`config.mk`:
```
export PLATFORM = sky130hd
export DESIGN_NAME = display_scanner_flat
export DESIGN_NICKNAME = d
export VERILOG_FILES = /design/src/rtl/calc_pkg.sv /design/src/rtl/display_scanner_if.sv /design/src/rtl/display_scanner.sv /design/src/flat_wrapper.sv
export SDC_FILE = /design/constraint.sdc
export NUM_CORES = 1
export LEC_CHECK = 0
export ABC_AREA = 0
export BUFFER_PORTS_ARGS = -buffer_cell sky130_fd_sc_hd__buf_2
export CAP_MARGIN = 40
export CORE_MARGIN = 2
export CORE_UTILIZATION = 50
export CTS_CLUSTER_SIZE = 28
export DETAILED_ROUTE_END_ITERATION = 7
export PLACE_DENSITY_LB_ADDON = 0.1
export SKIP_LAST_GASP = 1
export SYNTH_ARGS = -nofsm -noshare
export SYNTH_HDL_FRONTEND = slang
export SYNTH_SLANG_ARGS = --single-unit
```
`constraint.sdc`:
```
create_clock -name clk_i -period 3.87 [get_ports clk_i]
set_input_delay 0.774 -clock clk_i [delete_from_list [all_inputs] [get_ports clk_i]]
set_output_delay 0.774 -clock clk_i [all_outputs]
set_load 0.005 [all_outputs]
```
`src/rtl/calc_pkg.sv`:
```
`default_nettype none
// ============================================================================
// Package     : calc_pkg
// Description : Shared calculator types. num_t is the display register
//               format: a BCD significand (significand[NumDigits-1] is the
//               leftmost digit) plus the decimal-point position (exponent).
//               An exponent >= NumDigits marks an overflowed value.
// Revision    : 1.0 - initial release
// ============================================================================
package calc_pkg;

  localparam int NumDigits = 4;

  typedef logic [3:0] bcd_t;

  typedef struct packed {
    bcd_t [NumDigits-1:0] significand;
    logic [3:0]           exponent;
  } num_t;

endpackage
`default_nettype wire

```
`src/rtl/display_scanner_if.sv`:
```
`default_nettype none
// ============================================================================
// Interface   : display_scanner_if
// Description : Control inputs and multiplexed display outputs of the
//               display scanner.
//   enable_i    : 0 blanks all outputs and freezes the scan position
//   lamp_test_i : 1 lights every segment and dp on every digit
//   display_i   : display register read data
//   seg_o       : {g,f,e,d,c,b,a} for the digit currently enabled
//   dp_o        : decimal point for the digit currently enabled
//   an_o        : one-hot digit enable, an_o[0] = leftmost digit
//   frame_o     : 1-cycle pulse when a new snapshot is taken
//   master = controller/bench side, slave = scanner side
// Revision    : 1.0 - initial release
// ============================================================================
interface display_scanner_if;

  logic                           enable_i;
  logic                           lamp_test_i;
  calc_pkg::num_t                 display_i;
  logic [6:0]                     seg_o;
  logic                           dp_o;
  logic [calc_pkg::NumDigits-1:0] an_o;
  logic                           frame_o;

  modport master (
    output enable_i, lamp_test_i, display_i,
    input  seg_o, dp_o, an_o, frame_o
  );

  modport slave (
    input  enable_i, lamp_test_i, display_i,
    output seg_o, dp_o, an_o, frame_o
  );

endinterface
`default_nettype wire

```
`src/rtl/display_scanner.sv`:
```
`default_nettype none
// ============================================================================
// Module      : display_scanner
// Description : Time-multiplexed 7-segment display driver. Takes a snapshot
//               of the display register once per frame, then scans it one
//               digit per slot. Each slot starts with BlankCycles of all
//               anodes off (anti-ghosting), then drives one anode for the rest
//               of the slot. Frame = 1 load cycle + NumDigits slots.
// Ports       : clk_i  - clock
//               rst_ni - asynchronous reset, active-low
//               bus    - display_scanner_if.slave (enable, lamp test, display
//                        data in; seg/dp/anode/frame out)
// Parameters  : ClkDiv       - cycles per digit slot (must exceed BlankCycles)
//               BlankCycles  - anodes-off cycles at the start of each slot
//               SegActiveLow - 1: seg/dp/an active-low, 0: active-high
// Revision    : 1.0 - initial release
// ============================================================================
module display_scanner
  import calc_pkg::*;
#(
  parameter int ClkDiv       = 50000,
  parameter int BlankCycles  = 8,
  parameter bit SegActiveLow = 1'b1
) (
  input  wire logic     clk_i,
  input  wire logic     rst_ni,
  display_scanner_if.slave bus
);

  localparam int c_cnt_w = (ClkDiv > 1) ? $clog2(ClkDiv) : 1;
  // One spare bit so the index can step past the last digit without wrapping
  localparam int c_idx_w = $clog2(NumDigits + 1);

  localparam logic [c_cnt_w-1:0] c_cnt_last   = c_cnt_w'(ClkDiv - 1);
  localparam logic [c_cnt_w-1:0] c_blank_last = c_cnt_w'(BlankCycles - 1);
  localparam logic [c_idx_w-1:0] c_idx_last   = c_idx_w'(NumDigits - 1);
  localparam logic [NumDigits-1:0] c_an_one   = NumDigits'(1);

  typedef enum logic [1:0] {
    S_LOAD  = 2'd0,
    S_BLANK = 2'd1,
    S_DRIVE = 2'd2
  } state_t;

  state_t               r_state;
  logic [c_idx_w-1:0]   r_digit_idx;
  logic [c_cnt_w-1:0]   r_slot_cnt;
  num_t                 r_snapshot;

  // Registered outputs, held active-high internally
  logic [6:0]           r_seg;
  logic                 r_dp;
  logic [NumDigits-1:0] r_an;
  logic                 r_frame;

  logic [6:0]           w_seg;
  logic                 w_dp;
  logic [NumDigits-1:0] w_an;
  logic [3:0]           w_digit;
  logic                 w_tail_zero;

  function automatic logic [6:0] f_glyph(input logic [3:0] d);
    logic [6:0] g;
    case (d)
      4'd0:    g = 7'h3F;
      4'd1:    g = 7'h06;
      4'd2:    g = 7'h5B;
      4'd3:    g = 7'h4F;
      4'd4:    g = 7'h66;
      4'd5:    g = 7'h6D;
      4'd6:    g = 7'h7D;
      4'd7:    g = 7'h07;
      4'd8:    g = 7'h7F;
      4'd9:    g = 7'h6F;
      default: g = 7'h40;  // invalid BCD shows "-"
    endcase
    return g;
  endfunction

  // Glyph for the digit at the current scan position. Position p shows
  // significand[NumDigits-1-p]; w_tail_zero is set when that digit and every
  // digit to its right are zero, which drives trailing-zero blanking.
  always_comb begin
    w_digit     = 4'd0;
    w_tail_zero = 1'b1;
    for (int q = 0; q < NumDigits; q++) begin
      if (q == int'(r_digit_idx)) begin
        w_digit = r_snapshot.significand[NumDigits-1-q];
      end
      if ((q >= int'(r_digit_idx)) &&
          (r_snapshot.significand[NumDigits-1-q] != 4'd0)) begin
        w_tail_zero = 1'b0;
      end
    end

    w_an  = '0;
    w_seg = 7'h00;
    w_dp  = 1'b0;
    if (r_state == S_DRIVE) begin
      w_an = c_an_one << r_digit_idx;
      if (bus.lamp_test_i) begin
        w_seg = 7'h7F;
        w_dp  = 1'b1;
      end else if (int'(r_snapshot.exponent) >= NumDigits) begin
        w_seg = (r_digit_idx == '0) ? 7'h79 : 7'h00;
      end else begin
        w_dp  = (int'(r_snapshot.exponent) == int'(r_digit_idx));
        // p > exponent implies p >= 1, so the leftmost digit never blanks
        if ((int'(r_digit_idx) > int'(r_snapshot.exponent)) && w_tail_zero) begin
          w_seg = 7'h00;
        end else begin
          w_seg = f_glyph(w_digit);
        end
      end
    end
  end

  // Scan FSM with registered outputs. While disabled, all scan state and the
  // output registers hold, so the scan picks up exactly where it paused.
  always_ff @(posedge clk_i or negedge rst_ni) begin
    if (!rst_ni) begin
      r_state     <= S_LOAD;
      r_digit_idx <= '0;
      r_slot_cnt  <= '0;
      r_snapshot  <= '0;
      r_seg       <= 7'h00;
      r_dp        <= 1'b0;
      r_an        <= '0;
      r_frame     <= 1'b0;
    end else if (bus.enable_i) begin
      r_seg   <= w_seg;
      r_dp    <= w_dp;
      r_an    <= w_an;
      r_frame <= (r_state == S_LOAD);
      case (r_state)
        S_LOAD: begin
          r_snapshot  <= bus.display_i;
          r_digit_idx <= '0;
          r_slot_cnt  <= '0;
          r_state     <= S_BLANK;
        end
        S_BLANK: begin
          // slot_cnt runs across the whole slot; blank covers its first part
          if (r_slot_cnt == c_blank_last) begin
            r_state <= S_DRIVE;
          end
          r_slot_cnt <= r_slot_cnt + 1'b1;
        end
        S_DRIVE: begin
          if (r_slot_cnt == c_cnt_last) begin
            r_slot_cnt  <= '0;
            r_digit_idx <= r_digit_idx + 1'b1;
            r_state     <= (r_digit_idx == c_idx_last) ? S_LOAD : S_BLANK;
          end else begin
            r_slot_cnt <= r_slot_cnt + 1'b1;
          end
        end
        default: begin
          r_state <= S_LOAD;
        end
      endcase
    end else begin
      r_frame <= 1'b0;
    end
  end

  // Disable blanks the pins in the same cycle; polarity applied at the pins
  assign bus.seg_o   = bus.enable_i ? (r_seg ^ {7{SegActiveLow}}) : {7{SegActiveLow}};
  assign bus.dp_o    = bus.enable_i ? (r_dp ^ SegActiveLow) : SegActiveLow;
  assign bus.an_o    = bus.enable_i ? (r_an ^ {NumDigits{SegActiveLow}})
                                    : {NumDigits{SegActiveLow}};
  assign bus.frame_o = bus.enable_i & r_frame;

endmodule
`default_nettype wire
```
`src/flat_wrapper.sv`:
```
// flat-port wrapper written by rule: the top's interface ports become plain ports
module display_scanner_flat import calc_pkg::*;
#(
  parameter int ClkDiv       = 50000,
  parameter int BlankCycles  = 8,
  parameter bit SegActiveLow = 1'b1
)
  (clk_i, rst_ni, bus_enable_i, bus_lamp_test_i, bus_display_i, bus_seg_o, bus_dp_o, bus_an_o, bus_frame_o);
  display_scanner_if bus_i ();
  input  wire logic clk_i;
  input  wire logic rst_ni;
  input wire logic [$bits(bus_i.enable_i)-1:0] bus_enable_i;
  input wire logic [$bits(bus_i.lamp_test_i)-1:0] bus_lamp_test_i;
  input wire logic [$bits(bus_i.display_i)-1:0] bus_display_i;
  output wire logic [$bits(bus_i.seg_o)-1:0] bus_seg_o;
  output wire logic [$bits(bus_i.dp_o)-1:0] bus_dp_o;
  output wire logic [$bits(bus_i.an_o)-1:0] bus_an_o;
  output wire logic [$bits(bus_i.frame_o)-1:0] bus_frame_o;
  assign bus_i.enable_i = bus_enable_i;
  assign bus_i.lamp_test_i = bus_lamp_test_i;
  assign bus_i.display_i = bus_display_i;
  assign bus_seg_o = bus_i.seg_o;
  assign bus_dp_o = bus_i.dp_o;
  assign bus_an_o = bus_i.an_o;
  assign bus_frame_o = bus_i.frame_o;
  display_scanner #(.ClkDiv(ClkDiv), .BlankCycles(BlankCycles), .SegActiveLow(SegActiveLow)) u_core (.clk_i(clk_i), .rst_ni(rst_ni), .bus(bus_i));
endmodule
```
==> flow_metrics.env, run 1 <==
export IMPL_instances_no_fill=427
export IMPL_overflow=0
export IMPL_final_common_cell="dfrtp_1"
export IMPL_cts_tree="yes"
export IMPL_fin_nets=394
export IMPL_initial_core_util_pct=52.5
export IMPL_syn_to_final_growth_pct=11.0
export IMPL_synthMuxAreaShare_pct=7.16
export IMPL_core_um2=5990
export IMPL_die_h_um=83.3
export IMPL_cp_end_kind="flop"
export IMPL_antenna_found_initial=0
export IMPL_synth_xor_area_share_pct=2.51
export IMPL_ff2ff_setup_slack_ns=1.01
export IMPL_fin_tns_setup_ns=0
export IMPL_diodes=0
export IMPL_switching_share_pct=34.6
export IMPL_clock_path_buffers=2
export IMPL_cap_viol_max_count=0
export IMPL_cp_data_required_time_ns=4.06
export IMPL_syn_num_nets=362
export IMPL_power_per_cell_area_nw_per_um2=506
export IMPL_die_x_um=83.3
export IMPL_synth_cell_types=56
export IMPL_grt_usage_pct=20.2
export IMPL_placed_cells=419
export IMPL_port_buffers=36
export IMPL_pre_cts_ws_ns=1.05
export IMPL_yosys_area_share_simple_pct=18.7
export IMPL_min_to="u_core.r_an[2]"
export IMPL_gp_congestion=0.898
export IMPL_finClkSkew_ns=0.00980
export IMPL_vias=2440
export IMPL_cts_made_buffers=5
export IMPL_pwr_share_seq_pct=44.6
export IMPL_routed_wl_mm=6.79
export IMPL_dr_pass1_iters=4
export IMPL_outcome="complete, no violations"
export IMPL_clkSlewWorstSetupHoldPaths_ns=0.10
export IMPL_worstSetupPathType="reg2reg"
export IMPL_drtAntennaViolNets=0
export IMPL_tightest_slew_ns=0.809
export IMPL_r2r_cells=10
export IMPL_dieArea_um2=6940
export IMPL_r2r_start="u_core.r_digit_idx[1]"
export IMPL_setup_viol=0
export IMPL_fin_crit_ns=2.86
export IMPL_first_global_vias=2388
export IMPL_post_route_period_util_pct=74.0
export IMPL_dpl_cell_area_um2=3380
export IMPL_rsz0062_at_grt="no"
export IMPL_start_kind="flop"
export IMPL_async_reset_ff_share_pct=100
export IMPL_clk_latency_ns=0.32
export IMPL_grt_max_degree=36
export IMPL_synth_compound_area_share_pct=17.4
export IMPL_root_buffer="clkbuf_8"
export IMPL_cts_num_sinks=54
export IMPL_p_int_mw=1.15
export IMPL_r2r_end="u_core.r_seg[5]"
export IMPL_viasPerCell=5.71
export IMPL_synthAdderAreaFrac_pct=7.56
export IMPL_initialDrtViolationCount=107
export IMPL_comb_power_share_pct=33.4
export IMPL_yosysSeqAreaShare_pct=43.0
export IMPL_synth_edf_count=0
export IMPL_pwr_share_clk_pct=22.0
export IMPL_avgSynthCellArea_um2=9.86
export IMPL_holdPathStages=1
export IMPL_grt_pass1_wl_mm=11.6
export IMPL_max_slew_margin_rel_pct=45.9
export IMPL_synth_top_family_by_area="simple AND/OR/NAND/NOR gates"
export IMPL_postLayoutSetupSlackWorst_ns=1.01
export IMPL_drc_errors=0
export IMPL_ys_ff_latch=54
export IMPL_fillCellCount=554
export IMPL_path_max_fanout=7
export IMPL_rows=28
export IMPL_drv_slew=0
export IMPL_fin_area_um2=3490
export IMPL_boundaryPins=37
export IMPL_ctsHoldBuffers=0
export IMPL_avgRoutedWirePerCell_um=15.9
export IMPL_power_switching_uw=611
export IMPL_fmax_mhz=349
export IMPL_final_cell_mix="54 x dfrtp_1, 39 x nand2_1, 36 x buf_2"
export IMPL_p_leak_nw=1.57
export IMPL_drive_gt1_share_pct=20.2
export IMPL_arrival_ns=3.05
export IMPL_hold_viol=0
export IMPL_ir_worst_vdd_mv=0.297
export IMPL_min_delay_start="u_core.r_an[2]"
export IMPL_postCtsSetupRepairBufs=0
export IMPL_ys_flop_type="dfrtp_1"
export IMPL_dp_hpwl_mm=5.04
export IMPL_hold_ws_ns=0.502
export IMPL_h_tree_depth=2
export IMPL_yosys_warnings=0
export IMPL_hp_class="reg2reg"
export IMPL_synthCells=319
export IMPL_cts_resized=0
export IMPL_syn_cell_area_um2=3140
through the flow:
stage                     util [%]  power (mW)
after floorplan                  -        1.22
after detailed placement      56.4        1.38
after CTS                     58.3        1.77
after global routing          58.3        1.89
after global placement        56.4        1.37
final                         58.3        1.77
worst max-delay path, cell delays in order, from the launching register on:
cell and delay [ns]:
dfrtp_1 0.45, ha_1 0.21, ha_1 0.26, nor2_1 0.27
o221ai_1 0.22, nand2_1 0.15, inv_1 0.09, ha_1 0.19
or3_1 0.37, a2111oi_0 0.44, a211oi_1 0.09
power by group through the flow:
stage	Sequential, mW	Combinational, mW	Clock (mW)
after floorplan	0.758	0.458	0
after global placement	0.793	0.575	0
after detailed placement	0.797	0.582	0
after CTS	0.788	0.587	0.397
after global routing	0.804	0.663	0.418
final	0.788	0.589	0.388
final cells by class:
| cell class | count | area [µm²] | share of cell area, % |
|---|---|---|---|
| tap | 75 | 93.8 | 2.69 |
| multi-input combinational | 235 | 1680 | 48.0 |
| clock inverter | 3 | 45.0 | 1.29 |
| sequential | 54 | 1350 | 38.7 |
| inverter | 18 | 67.6 | 1.94 |
| clock buffer | 5 | 68.8 | 1.97 |
| timing repair buffer | 37 | 188 | 5.38 |
per-layer routing:
| metal | vias to the layer above | GRT usage [%] | wire (µm) |
|---|---|---|---|
| met5 | - | 0 | 0 |
| met4 | 0 | 5.96 | 60 |
| met3 | 6 | 4.57 | 301 |
| met2 | 55 | 27.6 | 2760 |
| met1 | 1162 | 31.7 | 3670 |
| li1 | 1217 | - | - |
logic make-up (layout without fill, tap and decap cells):
group	Yosys count	count (layout)
AOI/OAI and AO/OA	74	74
and+or+nand+nor	113	113
adders and majority gates	19	19
muxes	20	20
DFF	54	54
xor gates and xnor gates	9	9
buffers and inverters	30	63
cells in the mapped netlist, types with 5 or more instances:
library cell	number	area, µm²
dfrtp_1	54	1350
and2_1	6	37.5
or4_1	6	45.0
clkbuf_1	7	26.3
mux2_2	19	214
a21o_1	5	37.5
nand2_1	39	146
nand4_1	6	37.5
a22o_1	8	70.1
o21ai_0	15	75.1
a21oi_1	10	50.1
nor4_1	5	31.3
inv_1	18	67.6
nor2_1	20	75.1
xnor2_1	8	70.1
nor3_1	5	25.0
ha_1	19	238
sequential cells by signal (all words and copies together) (netlist names):
name,flops
u_core.r_snapshot,20
u_core.r_digit_idx,3
u_core.r_dp,1
u_core.r_an,4
u_core.r_state,2
u_core.r_seg,7
u_core.r_slot_cnt,16
u_core.r_frame,1
worst max path at each step:
| stage | from | to | slack (ns) | cells after the start |
|---|---|---|---|---|
| after floorplan | u_core.r_digit_idx[0] | u_core.r_seg[5] | 1.31 | 10 |
| after global placement | u_core.r_digit_idx[1] | u_core.r_seg[5] | 1.14 | 10 |
| after detailed placement | u_core.r_digit_idx[1] | u_core.r_seg[5] | 1.05 | 10 |
| after CTS | u_core.r_digit_idx[1] | u_core.r_seg[5] | 1.03 | 10 |
| after global routing | u_core.r_digit_idx[1] | u_core.r_seg[5] | 0.76 | 10 |
| final | u_core.r_digit_idx[1] | u_core.r_seg[5] | 1.01 | 10 |
No activity file was read; power rests on OpenSTA's default activity.
==> run 2, diff against run 1 <==
==> constraint.sdc (replaced) <==
create_clock -name clk_i -period 2.49 [get_ports clk_i]
set_input_delay 0.498 -clock clk_i [delete_from_list [all_inputs] [get_ports clk_i]]
set_output_delay 0.498 -clock clk_i [all_outputs]
set_load 0.005 [all_outputs]
==> run 2 against run 1 <==
Against the previous run:
- sequential power up 55%
- first-iteration DRC count rose by 47%
- power grew 64%
- register-to-register slack got worse by 0.87 ns
- maximum frequency increased by 22%
- clock skew increased by 0.0027 ns
- critical path depth unchanged
- largest power group unchanged
- highest routed layer unchanged
==> flow_metrics.env, run 2 (synthesis gave the netlist of run 1 again) <==
export IMPL_outcome="complete, no violations"
export IMPL_power_per_cell_area_nw_per_um2=771
export IMPL_crit_family="simple AND/OR/NAND/NOR gates"
export IMPL_avgRoutedWirePerCell_um=15.8
export IMPL_finClkSkew_ns=0.0126
export IMPL_first_global_vias=2444
export IMPL_crit_buf_inv=2
export IMPL_initial_core_util_pct=52.5
export IMPL_dr_pass1_iters=4
export IMPL_cp_startpoint="u_core.r_digit_idx[0]"
export IMPL_drtAntennaViolNets=0
export IMPL_fin_nets=417
export IMPL_hold_viol=0
export IMPL_overflow=0
export IMPL_rows=28
export IMPL_cts_tree="yes"
export IMPL_cp_data_required_time_ns=2.68
export IMPL_fin_crit_ns=2.35
export IMPL_hold_ws_ns=0.196
export IMPL_cp_end_kind="flop"
export IMPL_max_stage_delay_ns=0.44
export IMPL_boundaryPins=37
export IMPL_path_max_fanout=8
export IMPL_hp_class="in2async"
export IMPL_grt_max_degree=29
export IMPL_gp_congestion=0.868
export IMPL_vias=2533
export IMPL_start_kind="flop"
export IMPL_clk_latency_ns=0.31
export IMPL_initialDrtViolationCount=157
export IMPL_root_buffer="clkbuf_8"
export IMPL_grt_usage_pct=20.9
export IMPL_diodes=0
export IMPL_grt_pass1_wl_mm=11.9
export IMPL_drive_gt1_share_pct=28.3
export IMPL_dr_wl_met3_um=324
export IMPL_r2r_end="u_core.r_seg[5]"
export IMPL_ir_worst_vdd_mv=0.509
export IMPL_met1_length_mm=3.68
export IMPL_clkSlewWorstSetupHoldPaths_ns=0.10
export IMPL_arrival_ns=2.54
export IMPL_cap_viol_max_count=0
export IMPL_slowest_stage="dfrtp_2"
export IMPL_ctsHoldBuffers=0
export IMPL_clock_path_buffers=2
export IMPL_crit_end="u_core.r_seg[5]"
export IMPL_die_h_um=83.3
export IMPL_dp_hpwl_mm=5.29
export IMPL_drv_slew=0
export IMPL_top_register="u_core.r_snapshot"
export IMPL_reg_largest_list="u_core.r_snapshot (20), u_core.r_slot_cnt (16), u_core.r_seg (7)"
export IMPL_postLayoutSetupSlackWorst_ns=0.141
export IMPL_port_buffers=36
export IMPL_drc_errors=0
export IMPL_antenna_found_initial=0
export IMPL_ff2ff_setup_slack_ns=0.14
export IMPL_final_cell_mix="53 x dfrtp_1, 39 x nand2_1, 36 x buf_2"
export IMPL_h_tree_depth=2
export IMPL_pre_cts_ws_ns=-0.0416
export IMPL_final_common_cell="dfrtp_1"
export IMPL_rsz0062_at_grt="yes"
export IMPL_die_x_um=83.3
export IMPL_fin_tns_setup_ns=0
export IMPL_core_um2=5990
export IMPL_worstSetupPathType="reg2reg"
export IMPL_cts_made_buffers=5
export IMPL_post_route_period_util_pct=94.3
export IMPL_p_total_mw=2.89
export IMPL_dr_wl_met2_mm=3.06
export IMPL_syn_to_final_growth_pct=19.1
export IMPL_p_leak_nw=1.71
export IMPL_fmax_mhz=426
export IMPL_top_layer="met4"
export IMPL_fin_area_um2=3750
export IMPL_crit_chain="buf_4, ha_4, and3b_1, o221ai_2, nand2_1, inv_1, ha_1, or3_4, a2111oi_4, a211oi_1"
export IMPL_tightest_slew_ns=0.642
export IMPL_max_slew_margin_rel_pct=57.2
export IMPL_r2r_start="u_core.r_digit_idx[0]"
export IMPL_setup_viol=0
export IMPL_fillCellCount=516
export IMPL_dieArea_um2=6940
export IMPL_viasPerCell=5.63
export IMPL_dpl_cell_area_um2=3540
export IMPL_largest_reg_flops=20
export IMPL_routed_wl_mm=7.11
export IMPL_cp_depth=10
export IMPL_r2r_cells=10
export IMPL_cts_num_sinks=54
==> run 2: worst min-delay path by stage <==
stage / to / cells after the start / slack [ns] / startpoint
after floorplan: u_core.r_an[0] / 0 / 0.20 / rst_ni
after global placement: u_core.r_dp / 1 / 0.47 / u_core.r_dp
after detailed placement: u_core.r_an[1] / 1 / 0.48 / u_core.r_an[1]
after CTS: u_core.r_seg[4] / 1 / 0.22 / rst_ni
after global routing: u_core.r_snapshot[10] / 1 / 0.24 / rst_ni
final: u_core.r_snapshot[7] / 1 / 0.20 / rst_ni
==> run 2: worst register-to-register path: stages, from the launching register on <==
cell	delay (ns)
dfrtp_2	0.44
buf_4	0.15
ha_4	0.17
and3b_1	0.24
o221ai_2	0.12
nand2_1	0.11
inv_1	0.06
ha_1	0.17
or3_4	0.40
a2111oi_4	0.29
a211oi_1	0.08
==> run 2: power by group <==
| part | switching (mW) | leakage [nW] | internal, mW |
|---|---|---|---|
| clock | 0.291 | 0.0579 | 0.297 |
| combinational | 0.547 | 0.944 | 0.534 |
| sequential | 0.151 | 0.704 | 1.07 |
| total | 0.989 | 1.71 | 1.90 |
==> run 2: per-layer routing <==
layer | up-vias | global-route usage [%]
li1 | 1264 | -
met2 | 64 | 31.2
met5 | - | 0
met4 | 0 | 3.43
met3 | 4 | 4.08
met1 | 1201 | 32.1
==> run 2: final cells by class <==
class                   instances  area (µm²)  area share (%)
multi-input cells             235        1740            46.4
flip-flops and latches         54        1350            36.1
repair buffers                 60         385            10.3
well taps                      75        93.8            2.51
clock buffers                   5        68.8            1.84
inverters                      18        67.6            1.80
clock inverters                 3        40.0            1.07
==> run 2: per-stage QoR <==
step,util [%],instances
2_1_floorplan,-,319
3_3_place_gp,59.1,437
3_5_place_dp,59.1,437
4_1_cts,61.3,447
5_1_grt,62.5,450
6_report,62.5,450
==> run 2: repair_timing <==
action                                 CTS  global route
setup buffers                            2             3
endpoints found under the hold margin    0             0
setup endpoints to repair                1             6
pin swaps                                1             3
gates resized for setup                  3            12
